File: config.mk
export PLATFORM = sky130hd
export DESIGN_NAME = out_fifo_bank_flat
export DESIGN_NICKNAME = d
export VERILOG_FILES = /design/src/rtl/out_fifo_bank_if.sv /design/src/rtl/out_fifo_bank.sv /design/src/flat_wrapper.sv
export SDC_FILE = /design/constraint.sdc
export NUM_CORES = 1
export LEC_CHECK = 0
export CORE_UTILIZATION = 35
export DETAILED_ROUTE_END_ITERATION = 7
export MAX_ROUTING_LAYER = met4
export REMOVE_ABC_BUFFERS = 1
export SLEW_MARGIN = 20
export SYNTH_ARGS = -nofsm -noshare
export SYNTH_HDL_FRONTEND = slang
export SYNTH_SLANG_ARGS = --single-unit
File: constraint.sdc
create_clock -name clk -period 7.2 [get_ports clk]
set_input_delay 1.44 -clock clk [delete_from_list [all_inputs] [get_ports clk]]
set_output_delay 1.44 -clock clk [all_outputs]
set_load 0.005 [all_outputs]
File: src/rtl/out_fifo_bank_if.sv
// Handshake/data bundle between the AXI read-slave side and the four-lane output FIFO bank.
// master drives push/pop requests; slave is the FIFO bank itself.
interface out_fifo_bank_if #(
    parameter int DATA_W = 32
);
    logic              push;
    logic [1:0]        push_sel;
    logic [DATA_W-1:0] push_data;
    logic              out_fifo_pop;
    logic [1:0]        out_fifo_pop_sel;
    logic              out_fifo_empty;
    logic [DATA_W-1:0] rd_data;
    logic              rd_valid;
    logic [3:0]        lane_full;
    logic [3:0]        lane_empty;
    logic              overflow;
    logic              underflow;

    modport master (
        output push, push_sel, push_data, out_fifo_pop, out_fifo_pop_sel,
        input  out_fifo_empty, rd_data, rd_valid, lane_full, lane_empty, overflow, underflow
    );

    modport slave (
        input  push, push_sel, push_data, out_fifo_pop, out_fifo_pop_sel,
        output out_fifo_empty, rd_data, rd_valid, lane_full, lane_empty, overflow, underflow
    );
endinterface

File: src/rtl/out_fifo_bank.sv
// Four independent output FIFO lanes sharing one push port and one registered pop port.
// Full/empty come from registered counts, so same-cycle push/pop decisions use pre-edge state.
module out_fifo_bank #(
    parameter int DATA_W = 32,
    parameter int DEPTH  = 8
) (
    input  logic            clk,
    input  logic            reset,
    out_fifo_bank_if.slave  bus
);
    localparam int AW = $clog2(DEPTH);
    localparam int CW = AW + 1;

    logic [3:0]        full_vec;
    logic [3:0]        empty_vec;
    logic [3:0]        push_ok;
    logic [3:0]        pop_ok;
    logic [DATA_W-1:0] head_word [4];

    generate
        for (genvar gi = 0; gi < 4; gi++) begin : g_lane
            logic [DATA_W-1:0] mem [DEPTH];
            logic [AW-1:0]     wr_ptr_reg;
            logic [AW-1:0]     rd_ptr_reg;
            logic [CW-1:0]     count_reg;
            logic [CW-1:0]     count_next;

            assign full_vec[gi]  = (count_reg == CW'(DEPTH));
            assign empty_vec[gi] = (count_reg == '0);
            assign push_ok[gi]   = bus.push && (bus.push_sel == 2'(gi)) && !full_vec[gi];
            assign pop_ok[gi]    = bus.out_fifo_pop && (bus.out_fifo_pop_sel == 2'(gi)) && !empty_vec[gi];
            assign head_word[gi] = mem[rd_ptr_reg];

            always_comb begin
                count_next = count_reg;
                case ({push_ok[gi], pop_ok[gi]})
                    2'b10:   count_next = count_reg + CW'(1);
                    2'b01:   count_next = count_reg - CW'(1);
                    default: count_next = count_reg;
                endcase
            end

            // Pointers are exactly log2(DEPTH) bits, so wrap modulo DEPTH comes for free.
            always_ff @(posedge clk or posedge reset) begin
                if (reset) begin
                    wr_ptr_reg <= '0;
                    rd_ptr_reg <= '0;
                    count_reg  <= '0;
                end else begin
                    if (push_ok[gi]) wr_ptr_reg <= wr_ptr_reg + AW'(1);
                    if (pop_ok[gi])  rd_ptr_reg <= rd_ptr_reg + AW'(1);
                    count_reg <= count_next;
                end
            end

            always_ff @(posedge clk) begin
                if (push_ok[gi]) mem[wr_ptr_reg] <= bus.push_data;
            end
        end
    endgenerate

    logic              pop_any;
    logic              overflow_next;
    logic              underflow_next;
    logic [DATA_W-1:0] rd_data_reg;
    logic              rd_valid_reg;
    logic              overflow_reg;
    logic              underflow_reg;

    assign pop_any        = |pop_ok;
    assign overflow_next  = bus.push && full_vec[bus.push_sel];
    assign underflow_next = bus.out_fifo_pop && empty_vec[bus.out_fifo_pop_sel];

    always_ff @(posedge clk or posedge reset) begin
        if (reset) begin
            rd_data_reg   <= '0;
            rd_valid_reg  <= 1'b0;
            overflow_reg  <= 1'b0;
            underflow_reg <= 1'b0;
        end else begin
            rd_valid_reg  <= pop_any;
            overflow_reg  <= overflow_next;
            underflow_reg <= underflow_next;
            if (pop_any) rd_data_reg <= head_word[bus.out_fifo_pop_sel];
        end
    end

    assign bus.out_fifo_empty = empty_vec[bus.out_fifo_pop_sel];
    assign bus.rd_data        = rd_data_reg;
    assign bus.rd_valid       = rd_valid_reg;
    assign bus.lane_full      = full_vec;
    assign bus.lane_empty     = empty_vec;
    assign bus.overflow       = overflow_reg;
    assign bus.underflow      = underflow_reg;
endmodule

File: src/flat_wrapper.sv
// flat-port wrapper written by rule: the top's interface ports become plain ports
module out_fifo_bank_flat 
#(
    parameter int DATA_W = 32,
    parameter int DEPTH  = 8
)
  (clk, reset, bus_push, bus_push_sel, bus_push_data, bus_out_fifo_pop, bus_out_fifo_pop_sel, bus_out_fifo_empty, bus_rd_data, bus_rd_valid, bus_lane_full, bus_lane_empty, bus_overflow, bus_underflow);
  out_fifo_bank_if #(.DATA_W(DATA_W)) bus_i ();
  input  logic clk;
  input  logic reset;
  input wire logic [$bits(bus_i.push)-1:0] bus_push;
  input wire logic [$bits(bus_i.push_sel)-1:0] bus_push_sel;
  input wire logic [$bits(bus_i.push_data)-1:0] bus_push_data;
  input wire logic [$bits(bus_i.out_fifo_pop)-1:0] bus_out_fifo_pop;
  input wire logic [$bits(bus_i.out_fifo_pop_sel)-1:0] bus_out_fifo_pop_sel;
  output wire logic [$bits(bus_i.out_fifo_empty)-1:0] bus_out_fifo_empty;
  output wire logic [$bits(bus_i.rd_data)-1:0] bus_rd_data;
  output wire logic [$bits(bus_i.rd_valid)-1:0] bus_rd_valid;
  output wire logic [$bits(bus_i.lane_full)-1:0] bus_lane_full;
  output wire logic [$bits(bus_i.lane_empty)-1:0] bus_lane_empty;
  output wire logic [$bits(bus_i.overflow)-1:0] bus_overflow;
  output wire logic [$bits(bus_i.underflow)-1:0] bus_underflow;
  assign bus_i.push = bus_push;
  assign bus_i.push_sel = bus_push_sel;
  assign bus_i.push_data = bus_push_data;
  assign bus_i.out_fifo_pop = bus_out_fifo_pop;
  assign bus_i.out_fifo_pop_sel = bus_out_fifo_pop_sel;
  assign bus_out_fifo_empty = bus_i.out_fifo_empty;
  assign bus_rd_data = bus_i.rd_data;
  assign bus_rd_valid = bus_i.rd_valid;
  assign bus_lane_full = bus_i.lane_full;
  assign bus_lane_empty = bus_i.lane_empty;
  assign bus_overflow = bus_i.overflow;
  assign bus_underflow = bus_i.underflow;
  out_fifo_bank #(.DATA_W(DATA_W), .DEPTH(DEPTH)) u_core (.clk(clk), .reset(reset), .bus(bus_i));
endmodule
# [After elaboration in Yosys (flattened, before gate mapping)]
# Memory sizes are Yosys's and may differ from the RTL's.
# Cells that the tools add are included.
[totals] reg_bits=75 ram_bits=1024 memories=4 output_inout_bits=44 elab_cells=114 inputBits=40
[op_classes] n_lt_le_gt_ge=3 bitwise_logic=1 n_reduce_logical=37 n_eq_ne=18 mux=19 n_addsub=16
[memory_table] memory="u_core.g_lane[0].mem" depth=8 word_bits=32 read_ports=1 rd_clocked_by_memory_dff=0 wr=1 line_no="out_fifo_bank.sv:22" text="logic [DATA_W-1:0] mem [DEPTH];"
[memory_table] memory="u_core.g_lane[1].mem" depth=8 word_bits=32 read_ports=1 rd_clocked_by_memory_dff=0 wr=1 line_no="out_fifo_bank.sv:22"
[memory_table] memory="u_core.g_lane[2].mem" depth=8 word_bits=32 read_ports=1 rd_clocked_by_memory_dff=0 wr=1 line_no="out_fifo_bank.sv:22"
[memory_table] memory="u_core.g_lane[3].mem" depth=8 word_bits=32 read_ports=1 rd_clocked_by_memory_dff=0 wr=1 line_no="out_fifo_bank.sv:22"
[ops] cell="$bmux 32 s2" count=1
[ops] cell="$mux 32" count=2
[ops] cell="$pmux 4 s2" count=4
[ops] cell="$add 3x1->3 const B" count=8
[ops] cell="$logic_and 1x1->1" count=18
[ops] cell="$add 4x1->4 const B" count=4
[ops] cell="$eq 2x2->1 const B" count=8
[ops] cell="$eq 4x4->1 const B" count=4
[ops] cell="$logic_not 4->1" count=4
[ops] cell="$sub 4x1->4 const B" count=4
[ops] cell="$eq 2x1->1 const B" count=6
[ops] cell="$mux 1" count=10
[ops] cell="$logic_not 1->1" count=8
[ops] cell="$reduce_bool 2->1" count=4
[ops] cell="$lt 2x3->1 const B" count=2
[ops] cell="$bmux 1 s2" count=2
[ops] cell="$logic_not 2->1" count=2
[ops] cell="$reduce_or 4->1" count=1
[ops] cell="$ge 3x3->1 const B" count=1
[ops] cell="$not 2->3" count=1

# [Depth between registers and ports, before layout]
[logic_depth] ltp_word=5 depth_mapped=11 mapped_depth_nobuf=10

# [Worst setup path after synthesis]
# Ideal clock, no wire load.
[synth_timing] path_type="input port to flip-flop" start="input port bus_push_sel[0]" end="memory u_core.g_lane[3].mem[4][0] (enable)" path_stages=4 arrival_time_ns=5.499 setup_ns=0.513 setup_slack_ns=1.188 cell_sequence="nand2_1 -> nor3b_1 -> inv_1 -> nor4b_1"
[synth_via] elab_chain_cells=5
[synth_rtl] item="start, declared" line_no="flat_wrapper.sv:12" text="input wire logic [$bits(bus_i.push_sel)-1:0] bus_push_sel;"
[synth_rtl] item="$eq 2x2->1" line_no="out_fifo_bank.sv:30" text="assign push_ok[gi] = bus.push && (bus.push_sel == 2'(gi)) && !full_vec[gi];"
[synth_rtl] item="$logic_and 1x1->1 (2 in a row)" line_no="out_fifo_bank.sv:30"
[synth_rtl] item="$mux 1" line_no="out_fifo_bank.sv:57" text="if (push_ok[gi]) mem[wr_ptr_reg] <= bus.push_data;"
[synth_rtl] item="$mux 1 (not written as such)" line_no="out_fifo_bank.sv:57"
[synth_rtl] item="end, declared" line_no="out_fifo_bank.sv:22"
# No other way between the ends.

# [Worst setup path in the final report]
[layout_timing] start="input port bus_out_fifo_pop_sel[1]" end="output port bus_out_fifo_empty"
[layout_via] elab_chain_cells=2
[layout_rtl] item="start, declared" line_no="flat_wrapper.sv:15" text="input wire logic [$bits(bus_i.out_fifo_pop_sel)-1:0] bus_out_fifo_pop_sel;"
[layout_rtl] item="$bmux 1 s2" line_no="out_fifo_bank.sv:88" text="assign bus.out_fifo_empty = empty_vec[bus.out_fifo_pop_sel];"
[layout_rtl] item="$mux 1 (not written as such)" line_no="out_fifo_bank.sv:88"
[layout_rtl] item="end, declared" line_no="flat_wrapper.sv:16" text="output wire logic [$bits(bus_i.out_fifo_empty)-1:0] bus_out_fifo_empty;"
# No other way between the ends. The select of a mux whose other input is x is not followed.

==> impl_metrics.ini <==
[run_status]
status = complete, no violations

[place]
post-place-ws_ns = 2.02
place_area_mm2 = 0.0454
detailed_place_hpwl_um = 58000
place.gp.congestion = 0.765
port_buffers = 83
dp.cells = 3649

[cts]
clk_latency_ns = 0.70
clkTransAtPathRegs_ns = 0.06
clock_path_buffers = 3
htree_levels = 3
postCtsSetupRepairBufs = 0
hold_buffers = 0
cts_resized = 0
clockRootBuffer = clkbuf_16
cts_tree = built
cts-buffers-inserted = 110
clkSinkCount = 1099

[pwr]
leakage_nw = 15.6
sw_frac_of_total_pct = 28.3
p_switching_w = 0.00504
ir_drop_uv = 221
cellPowerDensity_mw_per_mm2 = 363
p_clk_share_pct = 32.5
seq_power_share_pct = 46.1
p_int_w = 0.0128
comb_power_share_pct = 21.3

[route]
viasPerCell = 5.28
drt_first_pass_iters = 5
drt_iter0_markers = 2114
drt-total-wl_um = 101000
routedWlPerCell_um = 26.3
drc = 0
drtAntennaViolNets = 0
num_vias = 20400

[sta]
hold_violations = 0
max_freq_mhz = 217
setup_ws_ns = 2.60
worstMarginPinSlew_ns = 1.13
period_share_pct = 63.9
rsz0062_at_grt = no
finalSetupTns_ns = 0
relSlewSlack_pct = 23.6
period_minus_slack_ns = 4.60
finalMaxSlewViolations = 0
setup-violations-final = 0
skew_ns = 0.0477

[floorplan]
die_x_um = 350
floorplan.rows = 127
dieArea_mm2 = 0.122
boundaryPins = 84
core_mm2 = 0.120
start_util_pct = 35.3
die_h_um = 350

[grt]
grt_max_degree = 67
grt-ovfl-total = 0
grt_first_pass_wirelength_um = 148000
grt_antenna_before_repair = 4
grt_pass1_vias = 21500
gr-usage-all-layers_pct = 17.2

[synthesis]
ys_ff_latch = 1099
yosys_warnings = 0
synth_flop_cell = edfxtp_1
synthDistinctLibCells = 42
synth_edf_count = 1024
yosysSeqAreaShare_pct = 77.1
synthTopCellsByArea = edfxtp_1 73%, mux4_2 12%, dfrtp_1 4.4%
yosysMostFrequentCell = edfxtp_1
async_flop_share_pct = 6.82
synth.top_cell.area_share_pct = 72.7
postSynthAreaPerCell_um2 = 21.1
syn_inst = 2006
synthTopCellsByCount = 1024 x edfxtp_1, 223 x mux4_2, 111 x mux2i_1, 75 x dfrtp_1, 70 x nor2_1
yosysTopAreaCell = edfxtp_1
syn-cell-area_mm2 = 0.0423

[hold_path]
worstHoldPathType = reg2reg

[setup_path]
r2r_slack_ns = 3.89
slowest_delay_ns = 0.70
worstPathRequired_ns = 5.76
path_cells = clkdlybuf4s50_1, mux4_2, clkdlybuf4s50_1
crit_path_max_fanout = 9
arrival_ns = 3.16
slowest_stage = clkdlybuf4s50_1
path_class = in2out
crit_path_end_kind = primary output
start_kind = input pin
path_common_cell = clkdlybuf4s50_1

[final_layout]
area_delta_synth_final_pct = 16.0
largest_reg_flops = 1024
fillerInstances = 10400
fin_nets = 2209
stdcell_count = 3860
layout-drive-gt1-share_pct = 23.3
final_util_pct = 40.9
postLayoutCellArea_mm2 = 0.0491

[job]
drv_cap = 0
## cell families (layout without fill, tap and decap cells)
group	count (synthesis)	count (layout)	share of synthesized area (%)
AOI/OAI and AO/OA	193	193	3.01
adders and majority gates	20	20	0.591
xor gates and xnor gates	35	35	0.724
buffers and inverters	112	351	1.24
muxes	343	343	14.7
other	0	3	0
and+or+nand+nor	204	204	2.60
DFF	1099	1099	77.1
## per-stage QoR
step | hold WS, ns | power (W)
after detailed placement | 0.510 | 0.0122
after global placement | 0.496 | 0.0121
after floorplan | 0.480 | 0.0108
after CTS | 0.530 | 0.0180
after global routing | 0.547 | 0.0185
final | 0.526 | 0.0178
## area by class of cell
type	instances	area, µm²	share of cell area (%)
antenna	3	7.51	0.0153
tap	1612	2020	4.11
inverter	7	28.8	0.0586
clock buffer	149	3020	6.16
clock inverter	59	692	1.41
multi-input combinational	795	9380	19.1
timing repair buffer	136	1260	2.57
sequential	1099	32700	66.6
## per-layer routing
metal	vias up	wire, µm	global-route usage (%)
met5	-	0	-
met4	0	2050	4.77
met3	139	4960	2.07
met2	574	51700	28.6
met1	11000	42800	22.3
li1	8617	-	-
## cells in the final DEF, fill, tap and decap left out, drive strengths merged, types with 2 or more instances in the layout
cell | Yosys | routed
edfxtp | 1024 | 1024
mux4 | 223 | 223
clkbuf | 38 | 149
mux2i | 111 | 111
dfrtp | 75 | 75
buf | 67 | 72
nor2 | 70 | 70
clkdlybuf4s50 | 0 | 64
nand2 | 54 | 54
a22oi | 51 | 51
clkinv | 1 | 45
o21ai | 41 | 41
a21oi | 38 | 38
a221oi | 35 | 35
xor2 | 21 | 21
o22ai | 21 | 21
ha | 20 | 20
nand2b | 14 | 14
xnor2 | 14 | 14
nor3 | 13 | 13
bufinv | 0 | 12
and4 | 11 | 11
nor3b | 10 | 10
mux2 | 9 | 9
nor2b | 6 | 6
nand3b | 6 | 6
nor4 | 6 | 6
inv | 6 | 6
and2 | 5 | 5
nor4b | 5 | 5
diode | 0 | 3
clkinvlp | 0 | 3
o211ai | 2 | 2
o22a | 2 | 2
o32a | 2 | 2
and3b | 2 | 2
## worst max-delay path: cells and delay by family
family	cells	cell delay [ns]
buf+inv	2	1.16
mux	1	0.56
## path summary, 6_finish.rpt
kind,from,end,cells after the start
min reg2reg,u_core.bus.rd_data[15]$_DFFE_PP0P_,u_core.bus.rd_data[15]$_DFFE_PP0P_,1
min,u_core.bus.rd_data[15]$_DFFE_PP0P_,u_core.bus.rd_data[15]$_DFFE_PP0P_,1
max in group asynchronous,reset,u_core.g_lane[3].rd_ptr_reg[1]$_DFFE_PP0P_,3
min in group asynchronous,reset,u_core.bus.rd_data[5]$_DFFE_PP0P_,2
max reg2reg,u_core.g_lane[1].count_reg[1]$_DFFE_PP0P_,u_core.g_lane[1].count_reg[2]$_DFFE_PP0P_,10
max,bus_out_fifo_pop_sel[1],bus_out_fifo_empty,3
## power groups by stage
stage | clock (W) | sequential (W) | combinational [W]
6_report | 0.00579 | 0.00820 | 0.00380
3_3_place_gp | 0 | 0.00833 | 0.00380
2_1_floorplan | 0 | 0.00834 | 0.00242
4_1_cts | 0.00589 | 0.00823 | 0.00389
5_1_grt | 0.00613 | 0.00828 | 0.00408
3_5_place_dp | 0 | 0.00836 | 0.00388
Note: power is estimated with default switching activity, not from simulation.
